<file path="config.mk">
export PLATFORM = sky130hd
export DESIGN_NAME = fetch_sequencer
export DESIGN_NICKNAME = d
export VERILOG_FILES = /design/src/rtl/fetch_sequencer.sv
export SDC_FILE = /design/constraint.sdc
export NUM_CORES = 1
export LEC_CHECK = 0
export ABC_AREA = 1
export ABC_CLOCK_PERIOD_IN_PS = 1500
export CAP_MARGIN = 40
export CORE_MARGIN = 4
export CORE_UTILIZATION = 42
export DETAILED_ROUTE_END_ITERATION = 7
export GPL_TIMING_DRIVEN = 0
export PLACE_DENSITY = 0.81
export SLEW_MARGIN = 20
export SYNTH_ARGS = -nofsm -noshare
export SYNTH_HDL_FRONTEND = slang
export SYNTH_SLANG_ARGS = --single-unit
</file>
<file path="constraint.sdc">
create_clock -name clk -period 1.5 [get_ports clk]
set_input_delay 0.3 -clock clk [delete_from_list [all_inputs] [get_ports clk]]
set_output_delay 0.3 -clock clk [all_outputs]
set_load 0.01 [all_outputs]
</file>
<file path="src/rtl/fetch_sequencer.sv">
// Multicycle fetch/decode sequencer driving the instruction unit strobes.
// Classifies the fetched instruction, waits for execute, then redirects or halts.
//
// state    | meaning
// IDLE     | waiting for stall to drop before starting a fetch
// FETCH    | memory read in flight, IM_LAT cycles
// LOAD     | capture memory data into IR, advance PC by 4
// DECODE   | IR classified and valid, waiting for ex_done
// REDIRECT | load PC from the mux selected on DECODE exit
// HALT     | break executed, left only by reset
module fetch_sequencer #(
  parameter int IM_LAT = 1,
  parameter int CNT_W  = 32
) (
  input  logic             clk,
  input  logic             reset,
  input  logic [31:0]      IR_out,
  input  logic             ex_done,
  input  logic             br_taken,
  input  logic             stall,
  output logic             PC_ld,
  output logic             PC_inc,
  output logic             IM_cs,
  output logic             IM_rd,
  output logic             IR_ld,
  output logic [1:0]       PC_sel,
  output logic             dec_valid,
  output logic [2:0]       dec_class,
  output logic             halted,
  output logic [CNT_W-1:0] fetch_cnt
);

  typedef enum logic [2:0] {
    IDLE     = 3'd0,
    FETCH    = 3'd1,
    LOAD     = 3'd2,
    DECODE   = 3'd3,
    REDIRECT = 3'd4,
    HALT     = 3'd5
  } state_t;

  localparam logic [3:0] LAT_LAST = 4'(IM_LAT - 1);

  state_t     state;
  logic [3:0] lat_cnt;
  logic [2:0] cls;
  logic [5:0] op;
  logic [5:0] funct;
  logic       unused_ir;

  assign op        = IR_out[31:26];
  assign funct     = IR_out[5:0];
  assign unused_ir = ^IR_out[25:6];

  always_comb begin
    cls = 3'd0;
    if (op == 6'b000000) begin
      if (funct == 6'b001000 || funct == 6'b001001) cls = 3'd3;
      else if (funct == 6'b001101)                  cls = 3'd4;
    end else if (op == 6'b000010 || op == 6'b000011) begin
      cls = 3'd2;
    end else if (op == 6'b000100 || op == 6'b000101) begin
      cls = 3'd1;
    end
  end

  // dec_valid is high exactly while in DECODE
  assign dec_class = dec_valid ? cls : 3'd0;

  always_ff @(posedge clk or negedge reset) begin
    if (!reset) begin
      state     <= IDLE;
      lat_cnt   <= 4'd0;
      PC_ld     <= 1'b0;
      PC_inc    <= 1'b0;
      IM_cs     <= 1'b0;
      IM_rd     <= 1'b0;
      IR_ld     <= 1'b0;
      PC_sel    <= 2'b00;
      dec_valid <= 1'b0;
      halted    <= 1'b0;
      fetch_cnt <= '0;
    end else begin
      // outputs are registered for the state being entered
      PC_ld     <= 1'b0;
      PC_inc    <= 1'b0;
      IM_cs     <= 1'b0;
      IM_rd     <= 1'b0;
      IR_ld     <= 1'b0;
      dec_valid <= 1'b0;
      case (state)
        IDLE: begin
          if (!stall) begin
            state   <= FETCH;
            lat_cnt <= 4'd0;
            IM_cs   <= 1'b1;
            IM_rd   <= 1'b1;
          end
        end
        FETCH: begin
          IM_cs <= 1'b1;
          IM_rd <= 1'b1;
          if (lat_cnt == LAT_LAST) begin
            state  <= LOAD;
            IR_ld  <= 1'b1;
            PC_inc <= 1'b1;
          end else begin
            lat_cnt <= lat_cnt + 4'd1;
          end
        end
        LOAD: begin
          state     <= DECODE;
          fetch_cnt <= fetch_cnt + CNT_W'(1);
          dec_valid <= 1'b1;
        end
        DECODE: begin
          if (ex_done) begin
            case (cls)
              3'd4: begin
                state  <= HALT;
                halted <= 1'b1;
              end
              3'd2: begin
                state  <= REDIRECT;
                PC_sel <= 2'b01;
                PC_ld  <= 1'b1;
              end
              3'd3: begin
                state  <= REDIRECT;
                PC_sel <= 2'b11;
                PC_ld  <= 1'b1;
              end
              3'd1: begin
                if (br_taken) begin
                  state  <= REDIRECT;
                  PC_sel <= 2'b00;
                  PC_ld  <= 1'b1;
                end else begin
                  state <= IDLE;
                end
              end
              default: state <= IDLE;
            endcase
          end else begin
            dec_valid <= 1'b1;
          end
        end
        REDIRECT: state <= IDLE;
        HALT:     state <= HALT;
        default:  state <= IDLE;
      endcase
    end
  end

endmodule

</file>
### After elaboration in Yosys (flattened, before gate mapping)

Index checks and enable logic that the tools add are counted.
Widths: inputs -> output; s select.

* output and inout port bits: 44
* input port bits: 37
* bits in registers: 46
* logic and storage cells: 71

* multiplexer cells: 27
* equal/unequal tests: 20
* reductions and logical operators: 13
* add/subtract/negate cells: 2

Operator list (number)
* $add 32x1->32 const B: 1
* $mux 3: 8
* $eq 6x4->1 const B: 3
* $pmux 3 s5: 1
* $eq 3x2->1 const B: 4
* $eq 6x2->1 const B: 2
* $eq 6x3->1 const B: 2
* $ne 2x2->1 const B: 5
* $pmux 3 s3: 1
* $reduce_and 3->1: 3
* $mux 1: 8
* $mux 4: 2
* $pmux 4 s2: 1
* $eq 3x1->1 const B: 2
* $eq 3x3->1 const B: 2
* $logic_not 6->1: 1
* $pmux 1 s2: 3
* $pmux 2 s3: 1
* $add 4x1->4 const B: 1
* $logic_not 4->1: 1
* $mux 2: 2
* $reduce_and 4->1: 1
* $logic_not 3->1: 1
* $logic_or 1x1->1: 3
* 3 further kinds: 3

### Logic depth before layout (Yosys ltp)

Gate-level depths: netlist of run 1.

* depth in word-level cells: 10
* depth in mapped cells: 11
* gate-level depth less buffers: 11

### Worst setup path before layout of run 1

Ideal clock, no wire load.

* kind: register -> register
* start: register fetch_cnt[0]
* end: register fetch_cnt[22]
* arrival: 1.422 ns
* stages on the path, launching flop included: 11
* setup slack: -0.035 ns
* buffers on the path: 0
* clock period less this slack: 1.535 ns
* required time: 1.387 ns
* library setup time: 0.113 ns
* path through: dfrtp_1 ha_1 inv_1 nor2_1 inv_1 nor2_2 nand2_1 nor2_2 nand4_1 nand2_1 inv_1

* word-level cells in the longest chain between the ends: 1

RTL lines
* from (decl): line 30 `output logic [CNT_W-1:0] fetch_cnt`
* from (signal assigned): line 113 `fetch_cnt <= fetch_cnt + CNT_W'(1);`
* $add 32x1->32: line 113

No other way between the ends.
A chain may end at the register's enable or synchronous reset.

### Worst setup path after layout of run 1

* start: register fetch_cnt[1]
* end: register fetch_cnt[16]

Same word-level chain as after synthesis.

==> results of run 1 <==
==> cell families after synthesis <==
family	synth area share
AND/OR/NAND/NOR	0.3886
buffers and inverters	0.07305
flip-flops	0.4201
XOR/XNOR	0.07991
AO/OA/AOI/OAI	0.02466
adder cells (fa/ha/maj)	0.01370
==> Yosys cell counts, types with 2 or more instances <==
| library cell | n | share of area |
|---|---|---|
| nand2_1 | 133 | 0.18 |
| nor2_1 | 60 | 0.082 |
| dfrtp_1 | 46 | 0.42 |
| inv_1 | 41 | 0.056 |
| nand3_1 | 19 | 0.035 |
| xor2_1 | 17 | 0.054 |
| xnor2_1 | 8 | 0.026 |
| nor3_1 | 7 | 0.013 |
| a21oi_1 | 5 | 0.0091 |
| nand4_1 | 5 | 0.011 |
| nand2_2 | 4 | 0.0091 |
| ha_1 | 3 | 0.014 |
| inv_2 | 3 | 0.0041 |
| nand3_2 | 3 | 0.011 |
| nand3b_1 | 3 | 0.0082 |
| nor2_2 | 3 | 0.0069 |
| buf_4 | 2 | 0.0055 |
| o21ai_0 | 2 | 0.0037 |
| o21ai_1 | 2 | 0.0037 |
==> final cells by class <==
class                      count  area [um2]  area share
buffer                         4       31.28    0.007301
clock buffer                   5       68.82     0.01606
clock inverter                 3       40.04    0.009346
inverter                      44       167.7     0.03914
multi-input combinational    283        1689      0.3943
sequential                    46        1157      0.2702
tap                           77       96.34     0.02249
timing repair buffer         124        1033      0.2412
==> critical path, cell delays in order (launching register included) <==
cell and delay (ps):
dfrtp_1 410, ha_2 220, inv_2 60, nor2_4 130, nand2_4 80, nor3b_4 290
buf_4 170, xor2_1 130
==> how the worst max path moves through the flow <==
stage,from,endpoint,cells after the start
detailed placement,IR_out[31],dec_class[0],7
global placement,reset,fetch_cnt[17]$_DFFE_PN0P_,1
floorplan,fetch_cnt[0]$_DFFE_PN0P_,fetch_cnt[22]$_DFFE_PN0P_,10
global route,fetch_cnt[1]$_DFFE_PN0P_,fetch_cnt[22]$_DFFE_PN0P_,10
CTS,IR_out[31],dec_class[0],7
finish,fetch_cnt[1]$_DFFE_PN0P_,fetch_cnt[16]$_DFFE_PN0P_,7
==> layer usage <==
layer,track usage,wire (um),vias to the layer above,part of all wire
met4,0.1016,468,0,0.051
met2,0.3617,4681,145,0.51
met3,0.03818,613,50,0.067
li1,-,-,1417,-
met5,0,0,-,0
met1,0.2565,3422,1464,0.37
==> per-stage QoR <==
step	area [um2]	instances	power (mW)
6_report	4284	586	4.358
5_1_grt	4284	586	4.628
4_1_cts	3920	573	4.016
3_5_place_dp	3470	516	2.997
3_3_place_gp	3447	515	2.937
2_1_floorplan	2750	378	2.460
==> timing repair <==
item | CTS | global route
endpoints found under the hold margin | 10 | 0
pin swaps | 23 | 38
buffers inserted | 48 | 14
resized for setup | 94 | 84
hold buffers | 1 | 0
setup endpoints to repair | 50 | 37
==> power breakdown <==
part           total, mW  switching [mW]  internal, mW
sequential          1.61           0.178          1.43
combinational       1.81           0.981         0.830
clock              0.937           0.447         0.491
total               4.36            1.61          2.75
==> sequential cells by signal (all words and copies together), names as in the netlist <==
register	cells
IR_ld	1
IM_rd	1
fetch_cnt	32
PC_ld	1
lat_cnt	4
PC_sel	2
halted	1
dec_valid	1
state	3
==> results.tsv, run 1 <==
metric	value	unit
status	finished, violations left	
violations	negative setup slack	
hold_viol_final	0	
path_clk_slew	90	ps
htree_levels	2	
start_util	0.4315	
whs	398.1	ps
fin_crit_sh	1.046	
critPathArrivalTime	1810	ps
synth_edf_count	0	
relSlewSlack	0.6001	
wl_per_cell	15.68	um
io_pins	81	
ant_nets	0	
vias_per_cell	5.249	
min_period	1569	ps
reg2reg_setup_slack	-70	ps
yosysSeqAreaShare	0.4201	
drive_gt1_frac	0.3477	
wl	9186	um
synth_cells	378	
worst_slack	-69.49	ps
antenna_found_initial	0	
synth_seq_cells	46	
reg2reg_to	fetch_cnt[16]$_DFFE_PN0P_	
worst_pin_slew	599.8	ps
fin_util	0.6747	
synth_flop_cell	dfrtp_1	
skew	10.99	ps
remaining_drc_errors	0	
holdCritPathClass	input port to flip-flop	
die-area	7880	um2
floorplan.rows	29	
clock_path_buffers	2	
path_max_fanout	4	
cts-root-buf	clkbuf_8	
synth.distinct_cells	31	
setup_viol_count_final	14	
firstDrtPassIters	5	
grtUsageTotal	0.2118	
grt_overflow	0	
fillCellCount	453	
clock_sinks	46	
r2r_start	fetch_cnt[1]$_DFFE_PN0P_	
port_buffers	60	
antenna-diode-count	0	
cts-buffers-inserted	5	
dieWidth	88.77	um
cap_violations	0	
die_h	88.77	um
core-area	6350	um2
rsz0062_at_grt	true	
mostFrequentLayoutCell	nand2_1	
holdPathEnd	PC_sel[0]$_DFFE_PN0P_	
netlist_area	2740	um2
num_vias	3076	
min_path_cells	5	
start_kind	flip-flop	
clock_latency	320	ps
grt_max_degree	25	
area_growth	56.35	%
syn_avg_cell_area	7.249	um2
leakagePower	2.323	nW
hpwl	5364	um
dr.first_iter.drc_count	316	
synth_fp_nets	418	
power_density	1017	nW/um2
cts_tree	done	
async_flop_share	1.000	
crit_type	flip-flop to flip-flop	
crit_required	1740	ps
grt_pass1_wl	12920	um
layout.nets	548	
grt_pass1_vias	2894	
synth_warnings	0	
ir_worst_vdd	0.6346	mV
gp_congestion	0.9384	
hold_start	IR_out[27]	
place_ws	-880.7	ps
drv_slew	0	
final_cell_mix	117 x nand2_1, 63 x buf_4, 41 x dfrtp_1	
fin_setup_tns	-510.9	ps
endpoint_kind	flip-flop	
r2r_cells	7	
fmax	637.2	MHz
Note: power is estimated with default switching activity, not from simulation.
==> inputs of run 2 (changes only) <==
Settings changed: CTS_CLUSTER_DIAMETER set to 120, MAX_ROUTING_LAYER set to met4.
==> results.tsv, run 2 (synthesis gave the netlist of run 1 again) <==
metric	value	unit
r2r_cells	10	
mostFrequentLayoutCell	nand2_1	
relSlewSlack	0.6292	
ant_nets	0	
drv_slew	0	
remaining_drc_errors	0	
antenna_found_initial	0	
floorplan.rows	29	
top_regs	fetch_cnt (32), lat_cnt (4), state (3)	
die-area	7880	um2
dieWidth	88.77	um
wl	8263	um
final_cell_mix	119 x nand2_1, 55 x buf_4, 41 x dfrtp_1	
core-area	6350	um2
port_buffers	60	
hpwl	5201	um
min_period	1542	ps
endpoint_kind	flip-flop	
status	finished, violations left	
antenna-diode-count	0	
crit_type	flip-flop to flip-flop	
grt_pass1_wl	12730	um
num_vias	2958	
rsz0062_at_grt	true	
r2r_start	fetch_cnt[1]$_DFFE_PN0P_	
worst_pin_slew	556.2	ps
reg2reg_to	fetch_cnt[22]$_DFFE_PN0P_	
ir_worst_vdd	0.6142	mV
holdCritPathClass	input port to flip-flop	
drive_gt1_frac	0.3320	
fin_setup_tns	-145.0	ps
htree_levels	2	
worstSetupStartpoint	fetch_cnt[1]$_DFFE_PN0P_	
violations	negative setup slack	
area_growth	52.88	%
start_kind	flip-flop	
grt_pass1_vias	2879	
top_register	fetch_cnt	
cts-buffers-inserted	5	
start_util	0.4315	
die_h	88.77	um
fillCellCount	471	
cap_violations	0	
reg2reg_setup_slack	-40	ps
critPathArrivalTime	1740	ps
io_pins	81	
path_max_fanout	3	
fmax	648.7	MHz
leakagePower	2.292	nW
grt_overflow	0	
grt_max_degree	26	
grtUsageTotal	0.2109	
path_clk_slew	90	ps
worst_slack	-41.54	ps
power	4.091	mW
cts-root-buf	clkbuf_8	
skew	5.416	ps
place_ws	-868.0	ps
gp_congestion	0.9419	
clock_sinks	46	
clock_latency	300	ps
crit_required	1700	ps
firstDrtPassIters	5	
layout.nets	542	
clock_path_buffers	2	
largest_register_ffs	32	
fin_crit_sh	1.028	
wl_per_cell	14.25	um
vias_per_cell	5.100	
cts_tree	done	
whs	467.5	ps
setup.worst_path.end	fetch_cnt[22]$_DFFE_PN0P_	
hold_viol_final	0	
power_density	976.5	nW/um2
setup_viol_count_final	5	
dr.first_iter.drc_count	201	
==> run 2: how the worst min path moves through the flow <==
stage                            start                      to  slack [ps]  depth (start not counted)
finish                      IR_out[29]   PC_sel[0]$_DFFE_PN0P_         470                          5
global placement    halted$_DFFE_PN0P_      halted$_DFFE_PN0P_         450                          1
global route                IR_out[29]   PC_sel[0]$_DFFE_PN0P_         480                          5
CTS                         IR_out[29]   PC_sel[0]$_DFFE_PN0P_         430                          5
detailed placement               reset  lat_cnt[2]$_DFFE_PN0P_         310                          1
floorplan                        reset         IM_rd$_DFF_PN0_           4                          0
==> run 2: what timing repair did <==
item	CTS	global route
hold buffers	1	0
pin swaps	20	30
gates resized for setup	91	71
endpoints found under the setup margin	49	37
setup buffers	43	13
endpoints found under the hold margin	21	0
gates cloned	0	0
==> run 2: metal layers <==
| layer | track usage | share of wire | up-vias | routed length, um |
|---|---|---|---|---|
| li1 | - | - | 1410 | - |
| met1 | 0.2509 | 0.41 | 1396 | 3408 |
| met2 | 0.3482 | 0.50 | 116 | 4116 |
| met3 | 0.04283 | 0.051 | 36 | 424 |
| met4 | 0.08516 | 0.038 | 0 | 314 |
| met5 | - | 0 | - | 0 |
==> run 2: per-stage QoR <==
step / cell area, um2 / util / instances
3_5_place_dp: 3470 / 0.5464 / 516
3_3_place_gp: 3447 / 0.5429 / 515
4_1_cts: 3874 / 0.6100 / 568
5_1_grt: 4189 / 0.6597 / 580
2_1_floorplan: 2750 / - / 378
6_report: 4189 / 0.6597 / 580
==> run 2: critical path, stage by stage, from the launching register on <==
cell	delay [ps]
dfrtp_1	430
ha_4	190
inv_4	50
nor2_4	120
inv_2	90
nor2_4	140
nand2_4	70
nor2_4	130
nand4_1	110
nand2_1	80
inv_1	40
==> run 2: power by group <==
| group | switching (mW) | internal, mW | leakage, nW |
|---|---|---|---|
| clock network | 0.456 | 0.334 | 0.0408 |
| logic | 0.929 | 0.758 | 1.63 |
| registers | 0.183 | 1.43 | 0.618 |
==> run 2: cell type report <==
| cell class | instances | area, um2 | share of cell area |
|---|---|---|---|
| well taps | 77 | 96.34 | 0.02300 |
| multi-input cells | 283 | 1638 | 0.3910 |
| clock inverters | 3 | 23.77 | 0.005675 |
| flip-flops and latches | 46 | 1157 | 0.2763 |
| clock buffers | 5 | 68.82 | 0.01643 |
| repair buffers | 118 | 1003 | 0.2395 |
| inverters | 44 | 170.2 | 0.04062 |
| plain buffers | 4 | 31.28 | 0.007467 |
